==> src/rtl/max6675_pkg.sv <==
// Shared types and frame layout for the MAX6675 thermocouple reader.
// Bit positions index the 16-bit frame as it leaves the converter, MSB first.
package max6675_pkg;

  typedef enum logic [1:0] {
    WAIT  = 2'd0,
    SETUP = 2'd1,
    SHIFT = 2'd2,
    DONE  = 2'd3
  } state_t;

  localparam int FRAME_BITS = 16;
  localparam int DUMMY_BIT  = 15;
  localparam int TEMP_MSB   = 14;
  localparam int TEMP_LSB   = 3;
  localparam int OPEN_BIT   = 2;
  localparam int ID_BIT     = 1;

  // Bit 0 (tristate) is never captured, so frames are carried as [15:1].
  function automatic logic frame_bad(input logic [FRAME_BITS-1:1] f);
    return f[DUMMY_BIT] | f[ID_BIT];
  endfunction

endpackage

==> src/rtl/sync_2ff.sv <==
// Two-flop synchronizer for a single asynchronous input bit.
module sync_2ff (
  input  logic clk,
  input  logic rst_n,
  input  logic d,
  output logic q
);

  logic meta;

  always_ff @(posedge clk or negedge rst_n) begin
    if (!rst_n) begin
      meta <= 1'b0;
      q    <= 1'b0;
    end else begin
      meta <= d;
      q    <= meta;
    end
  end

endmodule

==> src/rtl/max6675_reader.sv <==
// Periodic MAX6675 reader: waits out the conversion, clocks in one frame,
// and publishes whole-degree temperature with a one-cycle valid strobe.
module max6675_reader
  import max6675_pkg::*;
#(
  parameter int SCK_HALF_CYCLES = 25,
  parameter int CONV_CYCLES     = 11_000_000
) (
  input  logic        clk,
  input  logic        rst_n,
  input  logic        en,
  input  logic        so,
  output logic        cs_n,
  output logic        sck,
  output logic [11:0] temperature,
  output logic [1:0]  frac,
  output logic        open_tc,
  output logic        frame_err,
  output logic        valid,
  output logic [1:0]  debug_state
);

  localparam int CNT_MAX = (CONV_CYCLES > SCK_HALF_CYCLES) ? CONV_CYCLES : SCK_HALF_CYCLES;
  localparam int CNT_W   = $clog2(CNT_MAX + 1);
  localparam logic [CNT_W-1:0] CONV_LAST = CNT_W'(CONV_CYCLES - 1);
  localparam logic [CNT_W-1:0] HALF_LAST = CNT_W'(SCK_HALF_CYCLES - 1);

  state_t                  state;
  logic [CNT_W-1:0]        cnt;
  logic [3:0]              bit_cnt;
  logic [FRAME_BITS-1:1]   frame_q;
  logic                    so_s;

  sync_2ff u_so_sync (
    .clk   (clk),
    .rst_n (rst_n),
    .d     (so),
    .q     (so_s)
  );

  assign debug_state = state;

  always_ff @(posedge clk or negedge rst_n) begin
    if (!rst_n) begin
      state       <= WAIT;
      cnt         <= '0;
      bit_cnt     <= '0;
      frame_q     <= '0;
      cs_n        <= 1'b1;
      sck         <= 1'b0;
      temperature <= '0;
      frac        <= '0;
      open_tc     <= 1'b0;
      frame_err   <= 1'b0;
      valid       <= 1'b0;
    end else begin
      valid <= 1'b0;
      case (state)
        WAIT: begin
          cs_n <= 1'b1;
          sck  <= 1'b0;
          if (en) begin
            if (cnt == CONV_LAST) begin
              cnt   <= '0;
              cs_n  <= 1'b0;
              state <= SETUP;
            end else begin
              cnt <= cnt + 1'b1;
            end
          end
        end

        // tCSS; the closing edge raises sck and takes the first (MSB) sample.
        SETUP: begin
          if (cnt == HALF_LAST) begin
            cnt     <= '0;
            sck     <= 1'b1;
            bit_cnt <= '0;
            frame_q <= {frame_q[FRAME_BITS-2:1], so_s};
            state   <= SHIFT;
          end else begin
            cnt <= cnt + 1'b1;
          end
        end

        SHIFT: begin
          if (cnt == HALF_LAST) begin
            cnt <= '0;
            if (sck) begin
              sck <= 1'b0;
            end else if (bit_cnt == 4'(FRAME_BITS - 1)) begin
              cs_n  <= 1'b1;
              state <= DONE;
            end else begin
              sck     <= 1'b1;
              bit_cnt <= bit_cnt + 1'b1;
              // The last sample is the tristate bit, which is dropped.
              if (bit_cnt != 4'(FRAME_BITS - 2))
                frame_q <= {frame_q[FRAME_BITS-2:1], so_s};
            end
          end else begin
            cnt <= cnt + 1'b1;
          end
        end

        DONE: begin
          frame_err <= frame_bad(frame_q);
          open_tc   <= frame_q[OPEN_BIT];
          if (!frame_bad(frame_q) && !frame_q[OPEN_BIT]) begin
            temperature <= {2'b00, frame_q[TEMP_MSB:TEMP_LSB+2]};
            frac        <= frame_q[TEMP_LSB+1:TEMP_LSB];
          end
          valid <= 1'b1;
          cs_n  <= 1'b1;
          sck   <= 1'b0;
          cnt   <= '0;
          state <= WAIT;
        end

        default: begin
          cs_n  <= 1'b1;
          sck   <= 1'b0;
          cnt   <= '0;
          state <= WAIT;
        end
      endcase
    end
  end

endmodule
==> config.mk <==
export PLATFORM = sky130hd
export DESIGN_NAME = max6675_reader
export DESIGN_NICKNAME = d
export VERILOG_FILES = /design/src/rtl/max6675_pkg.sv /design/src/rtl/sync_2ff.sv /design/src/rtl/max6675_reader.sv
export SDC_FILE = /design/constraint.sdc
export NUM_CORES = 1
export LEC_CHECK = 0
export ABC_AREA = 1
export CAP_MARGIN = 0
export CELL_PAD_IN_SITES_DETAIL_PLACEMENT = 2
export CELL_PAD_IN_SITES_GLOBAL_PLACEMENT = 2
export CORE_AREA = 2 2 156 97
export CTS_CLUSTER_DIAMETER = 200
export DETAILED_ROUTE_END_ITERATION = 16
export DIE_AREA = 0 0 158 99
export GPL_TIMING_DRIVEN = 0
export PLACE_DENSITY = 0.67
export SYNTH_ARGS = -nofsm -noshare
export SYNTH_HDL_FRONTEND = slang
export SYNTH_SLANG_ARGS = --single-unit
export TNS_END_PERCENT = 30
==> constraint.sdc <==
create_clock -name clk -period 3 [get_ports clk]
set_clock_uncertainty 0.15 [all_clocks]
set_input_delay 0.75 -clock clk [delete_from_list [all_inputs] [get_ports clk]]
set_output_delay 0.75 -clock clk [all_outputs]
set_load 0.03 [all_outputs]
Word level (Yosys, flattened, before mapping)
Cells that the tools add are included.

Input port bits: 4. Flip-flop bits (word level): 64. Bits in read-only memories: 0. Output and inout port bits: 21. Logic and storage cells: 79. Memories kept: 0. Memory bits (writable): 0. Bits in latches: 0.

$mul: 0. $lt $le $gt $ge: 0. Multiplexer cells: 34. Add/subtract/negate cells: 2. Equal/unequal tests: 15. Bitwise gates (word level): 1. Reduce and logical (&&, ||, !) cells: 14. Shift operators: 0. Divide/modulo/power cells: 0.

Operator list (number): two-way mux 15 bit (5); two-way mux 24 bit (3); case mux 24 bit (3 select lines) (1); case mux 15 bit (2 select lines) (1); adder 24 x 1 -> 24 bit, second input constant (1); equality test 24 bit, second input constant (1); equality test 24 x 5 -> 1 bit, second input constant (1); two-way mux 4 bit (4); != test 2 bit, second input constant (8); two-way mux 2 bit (6); AND reduction 6 bit (2); two-way mux 1 bit (10); case mux 2 bit (4 select lines) (1); case mux 4 bit (2 select lines) (1); case mux 1 bit (3 select lines) (2); AND reduction 5 bit (1); adder 4 x 1 -> 4 bit, second input constant (1); equality test 2 bit, second input constant (2); equality test 4 bit, second input constant (1); != test 4 bit, second input constant (1); AND reduction 2 bit (2); AND reduction 4 bit (1); OR reduction 2 bit (2); nonzero test 3 bit (1); other kinds (6) (7).

Depth between registers and ports, before layout
Gate-level depths: netlist of the first run.

Depth in word-level cells: 6. Mapped depth: 12. Depth with buffers taken out: 11.

By module
From an unflattened synthesis of the first run, not the netlist that was laid out.

Cell total of the unflattened synthesis: 450. Area, all modules: 3505.9 µm².

By module, submodules not included: max6675_reader (seq. area each 1552.7 µm², cells an instance 448, area each 3455.8 µm², instances 1); sync_2ff (seq. area each 50.0 µm², cells an instance 2, area each 50.0 µm², instances 1).

Worst setup path after synthesis of the first run
No wires, ideal clock.

Kind: register -> register. Start point: register state[0], in the netlist debug_state[0]. End point: register frame_q[10] (netlist name). Cell stages (with the launch flop): 11. Slack: 890 ps. Buffers on the path: 2. Data required time: 2776 ps. Arrival: 1886 ps. Setup time: 74 ps. Period minus slack after synthesis: 2110 ps. Cells stage by stage: dfrtp_1 > inv_1 > ha_1 > clkbuf_2 > or2_2 > o21ai_0 > a21oi_4 > nand2_4 > buf_6 > nand2_1 > o21ai_2.

Longest elaborated chain between the ends: 3. Elaborated cells between the ends (all ways): 10. Classes of those cells: eq/ne: 7; mux: 1; reduce/logical: 2.

Ends and longest elaborated chain: from (decl) (RTL line max6675_reader.sv:28) `state_t state;`; from (signal assigned) (RTL line max6675_reader.sv:45) `state <= WAIT;`; from (signal assigned) (RTL line max6675_reader.sv:66) `state <= SETUP;`; from (signal assigned) (RTL line max6675_reader.sv:80) `state <= SHIFT;`; equality test 2 bit / equality test 2 x 1 -> 1 bit (equally long branches) (RTL line max6675_reader.sv:58) `case (state)`; != test 2 bit (no source line) / nonzero test 2 bit (equally long branches); AND reduction 6 bit (no source line); to (signal assigned) (RTL line max6675_reader.sv:79) `frame_q <= {frame_q[FRAME_BITS-2:1], so_s};`; to (signal assigned) (RTL line max6675_reader.sv:99) `frame_q <= {frame_q[FRAME_BITS-2:1], so_s};`; to (decl) (RTL line max6675_reader.sv:31) `logic [FRAME_BITS-1:1] frame_q;`.

Parallel ways exist; a longest one is shown, timed or not. A chain may end at the register's enable or synchronous reset.

Final worst setup path of the first run
Start point: input en. End point: register cnt[23].

Longest elaborated chain between the ends: 1.

Ends and longest elaborated chain: from (decl) (RTL line max6675_reader.sv:11) `input logic en,`; != test 2 bit (no source line); to (signal assigned) (RTL line max6675_reader.sv:68) `cnt <= cnt + 1'b1;`; to (signal assigned) (RTL line max6675_reader.sv:82) `cnt <= cnt + 1'b1;`; to (signal assigned) (RTL line max6675_reader.sv:102) `cnt <= cnt + 1'b1;`; to (decl) (RTL line max6675_reader.sv:29) `logic [CNT_W-1:0] cnt;`.

Every way passes these cells.

==> flow_metrics.env, run 1 <==
export IMPL_grt_pass1_wl_um=18300
export IMPL_timing_final_ws_setup_ns=0.468
export IMPL_drv_slew=0
export IMPL_path_cells="clkdlybuf4s50_1 > inv_1 > nand2_2 > nand2_1 > nor2_2 > nand2_1 > nor2_4 > nand3_1 > nand2_1 > nand2_1 > nor2_1"
export IMPL_p_comb_share_pct=13.3
export IMPL_synthCells=450
export IMPL_diodes=0
export IMPL_post_place_ws_ns=0.101
export IMPL_cts_made_buffers=9
export IMPL_ir_drop_mv=0.202
export IMPL_slew_headroom_pct=40.9
export IMPL_rsz0062_at_grt="false"
export IMPL_cts_num_sinks=64
export IMPL_path_clk_slew_ns=0.06
export IMPL_synthTopCellsByArea="dfrtp_1, nand2_1, inv_1"
export IMPL_status="finished, final reports clean"
export IMPL_p_switching_mw=0.690
export IMPL_internal_power_mw=1.58
export IMPL_synth_most_common_cell="nand2_1"
export IMPL_firstDrtPassIters=4
export IMPL_postSynth_asyncResetShare_pct=100
export IMPL_fin_crit_sh_pct=84.4
export IMPL_finalHoldViolations=0
export IMPL_die_h_um=99
export IMPL_synth_top_cell_area_share_pct=45.0
export IMPL_nets=497
export IMPL_grt_usage_pct=15.3
export IMPL_yosys_warnings=0
export IMPL_cp_start_kind="primary input"
export IMPL_clockPowerShare_pct=42.9
export IMPL_fmax_mhz=395
export IMPL_ctsResizeCount=0
export IMPL_grt_pass1_vias=3316
export IMPL_drc=0
export IMPL_synth_edf_count=0
export IMPL_synthDistinctLibCells=34
export IMPL_ant_nets=0
export IMPL_critical_path_arrival_ns=2.64
export IMPL_overflow=0
export IMPL_cts_tree="built"
export IMPL_postCtsHoldBufs=0
export IMPL_clockBufferDepth=2
export IMPL_initial_core_util_pct=24.7
export IMPL_fin_crit_ns=2.53
export IMPL_required_ns=3.11
export IMPL_core_area_sq_um=14200
export IMPL_cellLeakagePower_nw=1.99
export IMPL_switching_share_pct=30.3
export IMPL_min_path_type="flip-flop to flip-flop"
export IMPL_pwr_density_cell_nw_per_um2=535
export IMPL_vias=3042
export IMPL_cp_end_kind="flip-flop"
export IMPL_wl_um=11100
export IMPL_crit_type="primary input to flip-flop"
export IMPL_syn_avg_cell_area_sq_um=7.79
export IMPL_synth_seq_area_share_pct=45.7
export IMPL_synthFlopType="dfrtp_1"
export IMPL_drive_above_1_share_pct=11.7
export IMPL_dieWidth_um=158
export IMPL_p_total_mw=2.27
export IMPL_yosys_top_cells_count="nand2_1, inv_1, dfrtp_1, nor2_1, nand3_1"
export IMPL_wl_per_cell_um=16.1
export IMPL_max_cap_violations=0
export IMPL_grt_max_degree=65
export IMPL_final_fill_count=1683
export IMPL_hpwl_um=8420
export IMPL_synth_top_cell_by_area="dfrtp_1"
export IMPL_area_delta_synth_final_pct=21.2
export IMPL_cp_slowest_stage_delay_ns=0.50
export IMPL_cts_setup_buffers=0
export IMPL_place_congestion=0.792
export IMPL_vias_per_cell=4.43
export IMPL_cts_root_buf="clkbuf_16"
export IMPL_antenna_found_initial=0
export IMPL_crit_fanout=8
export IMPL_port_buffers=22
export IMPL_cp_common_cell="nand2_1"
export IMPL_dieArea_sq_um=15600
export IMPL_drt_initial_drc_count=154
export IMPL_worst_slew_pin_slew_ns=0.886
export IMPL_h_tree_depth=3
export IMPL_clk_latency_ns=0.33
export IMPL_fp_row_count=34
export IMPL_syn_area_sq_um=3510
export IMPL_slowest_stage="clkdlybuf4s50_1"
export IMPL_pin_count=25
export IMPL_seqPwrFrac_pct=43.9
export IMPL_setup_viol=0
export IMPL_ys_seq_elements=64
worst max-delay path: cells and delay by family:
kind                   cells  cell delay (ns)
buffers and inverters      2             0.56
AND/OR/NAND/NOR            9             1.33
cells by family after synthesis:
kind of cell | synth area share, %
AO/OA/AOI/OAI | 8.96
XOR/XNOR | 0.999
adder cells (fa/ha/maj) | 3.21
buffers and inverters | 9.46
flip-flops | 45.7
other | 0.107
AND/OR/NAND/NOR | 31.5
routing by layer:
metal	routed length, um	global-route usage (%)
met4	95	3.40
met5	0	0
met3	315	3.17
met2	4530	22.1
met1	6130	23.3
per-stage QoR:
| step | util [%] | area (sq um) | instances | hold WS [ns] | setup TNS (ns) |
|---|---|---|---|---|---|
| final | 29.9 | 4250 | 687 | 0.196 | 0 |
| after global routing | 29.9 | 4250 | 687 | 0.218 | 0 |
| after CTS | 29.9 | 4250 | 687 | 0.199 | 0 |
| after detailed placement | 28.0 | 3980 | 671 | 0.186 | 0 |
| after global placement | 28.0 | 3980 | 671 | 0.182 | -88.20 |
| after floorplan | - | 3510 | 451 | 0.181 | 0 |
sequential cells by signal (all words and copies together), names as in the netlist:
| register | count |
|---|---|
| cnt | 24 |
| valid | 1 |
| frame_err | 1 |
| bit_cnt | 4 |
| frac | 2 |
| frame_q | 15 |
| temperature | 10 |
| u_so_sync.meta | 1 |
| open_tc | 1 |
| sck | 1 |
| debug_state | 2 |
| cs_n | 1 |
| u_so_sync.q | 1 |
cell type report:
cell class,instances,area (sq um),area share (%)
buffer,10,76.3,1.80
clock buffer,10,239,5.62
clock inverter,6,35.0,0.824
inverter,68,255,6.01
multi-input combinational,309,1580,37.1
sequential,64,1600,37.7
tap,198,248,5.83
timing repair buffer,22,218,5.12
final timing paths:
kind                                            start               endpoint  slack, ns  cells past startpoint
min                          u_so_sync.meta$_DFF_PN0_  u_so_sync.q$_DFF_PN0_       0.20                      0
max                                                en    cnt[23]$_DFFE_PN0N_       0.47                     11
min in group asynchronous                       rst_n    cnt[22]$_DFFE_PN0N_       0.38                      1
max reg2reg                debug_state[1]$_DFFE_PN0P_    cnt[23]$_DFFE_PN0N_       0.61                     11
min reg2reg                  u_so_sync.meta$_DFF_PN0_  u_so_sync.q$_DFF_PN0_       0.20                      0
max in group asynchronous                       rst_n     cnt[2]$_DFFE_PN0N_       1.73                      1
layout by cell type, fill, tap and decap left out, types with 7 or more instances in the layout:
master / n
nor3_1: 7
o21ai_2: 13
dfrtp_1: 63
ha_1: 9
o21ai_0: 23
clkbuf_16: 9
clkdlybuf4s50_1: 21
nand4_1: 14
inv_1: 67
a21oi_1: 8
nor2_1: 49
nand3_1: 40
nand2_1: 114
power groups by stage:
stage,Combinational (mW),Clock (mW),Sequential (mW)
4_1_cts,0.305,1.02,0.997
5_1_grt,0.348,1.05,1.01
3_5_place_dp,0.303,0,1.01
3_3_place_gp,0.290,0,1.00
2_1_floorplan,0.210,0,0.980
6_report,0.302,0.974,0.998
Note: power is estimated with default switching activity, not from simulation.
==> run 2, diff against run 1 <==
Clock period 3 ns to 2.45 ns, I/O delays scaled along.
==> flow_metrics.env, run 2 (synthesis results as in run 1) <==
export IMPL_cpLargestDelayFamily="buffers and inverters"
export IMPL_max_cap_violations=0
export IMPL_wl_met3_um=306
export IMPL_port_buffers=22
export IMPL_vias_per_cell=4.43
export IMPL_rr_endpoint="cnt[22]$_DFFE_PN0N_"
export IMPL_drv_slew=0
export IMPL_highest_signal_layer="met4"
export IMPL_layout_commonest_cell="nand2_1"
export IMPL_r2r_setup_slack_ns=0.21
export IMPL_top_regs="cnt (24), frame_q (15), temperature (10)"
export IMPL_drive_above_1_share_pct=12.9
export IMPL_grt_pass1_vias=3316
export IMPL_pin_count=25
export IMPL_area_delta_synth_final_pct=21.7
export IMPL_clk_latency_ns=0.33
export IMPL_finalHoldViolations=0
export IMPL_critical_path_arrival_ns=1.52
export IMPL_hpwl_um=8420
export IMPL_cts_tree="built"
export IMPL_grt_pass1_wl_um=18300
export IMPL_crit_cells=1
export IMPL_crit_fanout=2
export IMPL_overflow=0
export IMPL_min_path_type="flip-flop to flip-flop"
export IMPL_rsz0062_at_grt="false"
export IMPL_cts_num_sinks=64
export IMPL_h_tree_depth=3
export IMPL_ant_nets=0
export IMPL_setup_viol=0
export IMPL_crit_end="cs_n"
export IMPL_wl_per_cell_um=16.1
export IMPL_cellLeakagePower_nw=1.99
export IMPL_critPathBufInv=1
export IMPL_firstDrtPassIters=4
export IMPL_cts_made_buffers=9
export IMPL_cts_root_buf="clkbuf_16"
export IMPL_fp_row_count=34
export IMPL_dieWidth_um=158
export IMPL_worst_slew_pin_slew_ns=0.887
export IMPL_dieArea_sq_um=15600
export IMPL_initial_core_util_pct=24.7
export IMPL_post_dp_cell_area_sq_um=3980
export IMPL_design_area_sq_um=4270
export IMPL_cts_setup_buffers=0
export IMPL_die_h_um=99
export IMPL_postCtsHoldBufs=0
export IMPL_startpoint="cs_n$_DFFE_PN1P_"
export IMPL_fin_crit_sh_pct=93.3
export IMPL_cp_slowest_stage_delay_ns=0.67
export IMPL_diodes=0
export IMPL_status="finished, final reports clean"
export IMPL_final_fill_count=1679
export IMPL_grt_max_degree=65
export IMPL_fmax_mhz=437
export IMPL_clockBufferDepth=2
export IMPL_core_area_sq_um=14200
export IMPL_wl_met2_um=4550
export IMPL_required_ns=1.69
export IMPL_cp_end_kind="output port"
export IMPL_mostFrequentLayoutCells="nand2_1, inv_1, dfrtp_1"
export IMPL_slowest_stage="clkdlybuf4s50_1"
export IMPL_rr_worst_depth=8
export IMPL_pwr_density_cell_nw_per_um2=655
export IMPL_wl_met1_um=6130
export IMPL_drt_initial_drc_count=117
export IMPL_cp_start_kind="flip-flop"
export IMPL_largest_register_ff_count=24
export IMPL_wl_um=11100
export IMPL_place_congestion=0.792
export IMPL_path_clk_slew_ns=0.05
export IMPL_timing_final_ws_setup_ns=0.163
export IMPL_grt_usage_pct=15.3
export IMPL_crit_type="flip-flop to output port"
export IMPL_nets=497
export IMPL_multi_input_comb_area_sq_um=1590
export IMPL_timing_rr_start="cnt[1]$_DFFE_PN0N_"
export IMPL_seqCellArea_sq_um=1610
export IMPL_fin_crit_ns=2.29
export IMPL_post_place_ws_ns=-0.311
export IMPL_ir_drop_mv=0.248
export IMPL_min_from="u_so_sync.meta$_DFF_PN0_"
export IMPL_slew_headroom_pct=40.9
export IMPL_drc=0
export IMPL_vias=3042
export IMPL_regMostFlops="cnt"
export IMPL_path_cells="clkdlybuf4s50_1"
export IMPL_antenna_found_initial=0
run 2: cell count changes in the layout (fill, tap and decap cells not counted):
cell     delta
nor2_1      -1
nand2_1     -3
dfrtp_2     +2
nor2_4      +1
nand2_2     +3
dfrtp_1     -2
run 2: per-stage QoR:
stage | setup TNS, ns | hold slack (ns) | total power [mW] | utilization, % | std cells
CTS | 0 | 0.199 | 2.84 | 29.9 | 687
global placement | -115.62 | 0.182 | 1.59 | 28.0 | 671
floorplan | 0 | 0.167 | 1.46 | - | 451
finish | 0 | 0.196 | 2.79 | 30.0 | 687
global route | 0 | 0.218 | 2.95 | 30.0 | 687
detailed placement | -1.55 | 0.186 | 1.61 | 28.0 | 671
run 2: area by class of cell:
class	instances	area share, %
Buffer	10	1.79
Clock buffer	10	5.60
Clock inverter	6	0.821
Inverter	68	5.98
Multi-Input combinational cell	309	37.3
Sequential cell	64	37.6
Tap cell	198	5.81
Timing Repair Buffer	22	5.10
run 2: report_power, final:
group	total [mW]	internal (mW)	switching [mW]	leakage (nW)
combinational	0.378	0.114	0.264	1.03
sequential	1.22	1.12	0.0983	0.828
clock	1.19	0.704	0.490	0.134
total	2.79	1.94	0.852	1.99
run 2: worst min path at each step:
stage / end / cells after the start
floorplan: bit_cnt[0]$_DFFE_PN0P_ / 0
global placement: u_so_sync.q$_DFF_PN0_ / 0
detailed placement: u_so_sync.q$_DFF_PN0_ / 0
CTS: u_so_sync.q$_DFF_PN0_ / 0
global route: u_so_sync.q$_DFF_PN0_ / 0
finish: u_so_sync.q$_DFF_PN0_ / 0
run 2: timing repair:
action / CTS / global route
gates resized for setup: 0 / 7
endpoints found under the setup margin: 0 / 35
hold endpoints to repair: 0 / 0
run 2: per-layer routing:
| metal | up-vias | GRT usage [%] |
|---|---|---|
| met5 | - | 0 |
| met4 | 0 | 3.40 |
| met3 | 9 | 3.17 |
| met2 | 26 | 22.1 |
| met1 | 1516 | 23.3 |
| li1 | 1491 | - |
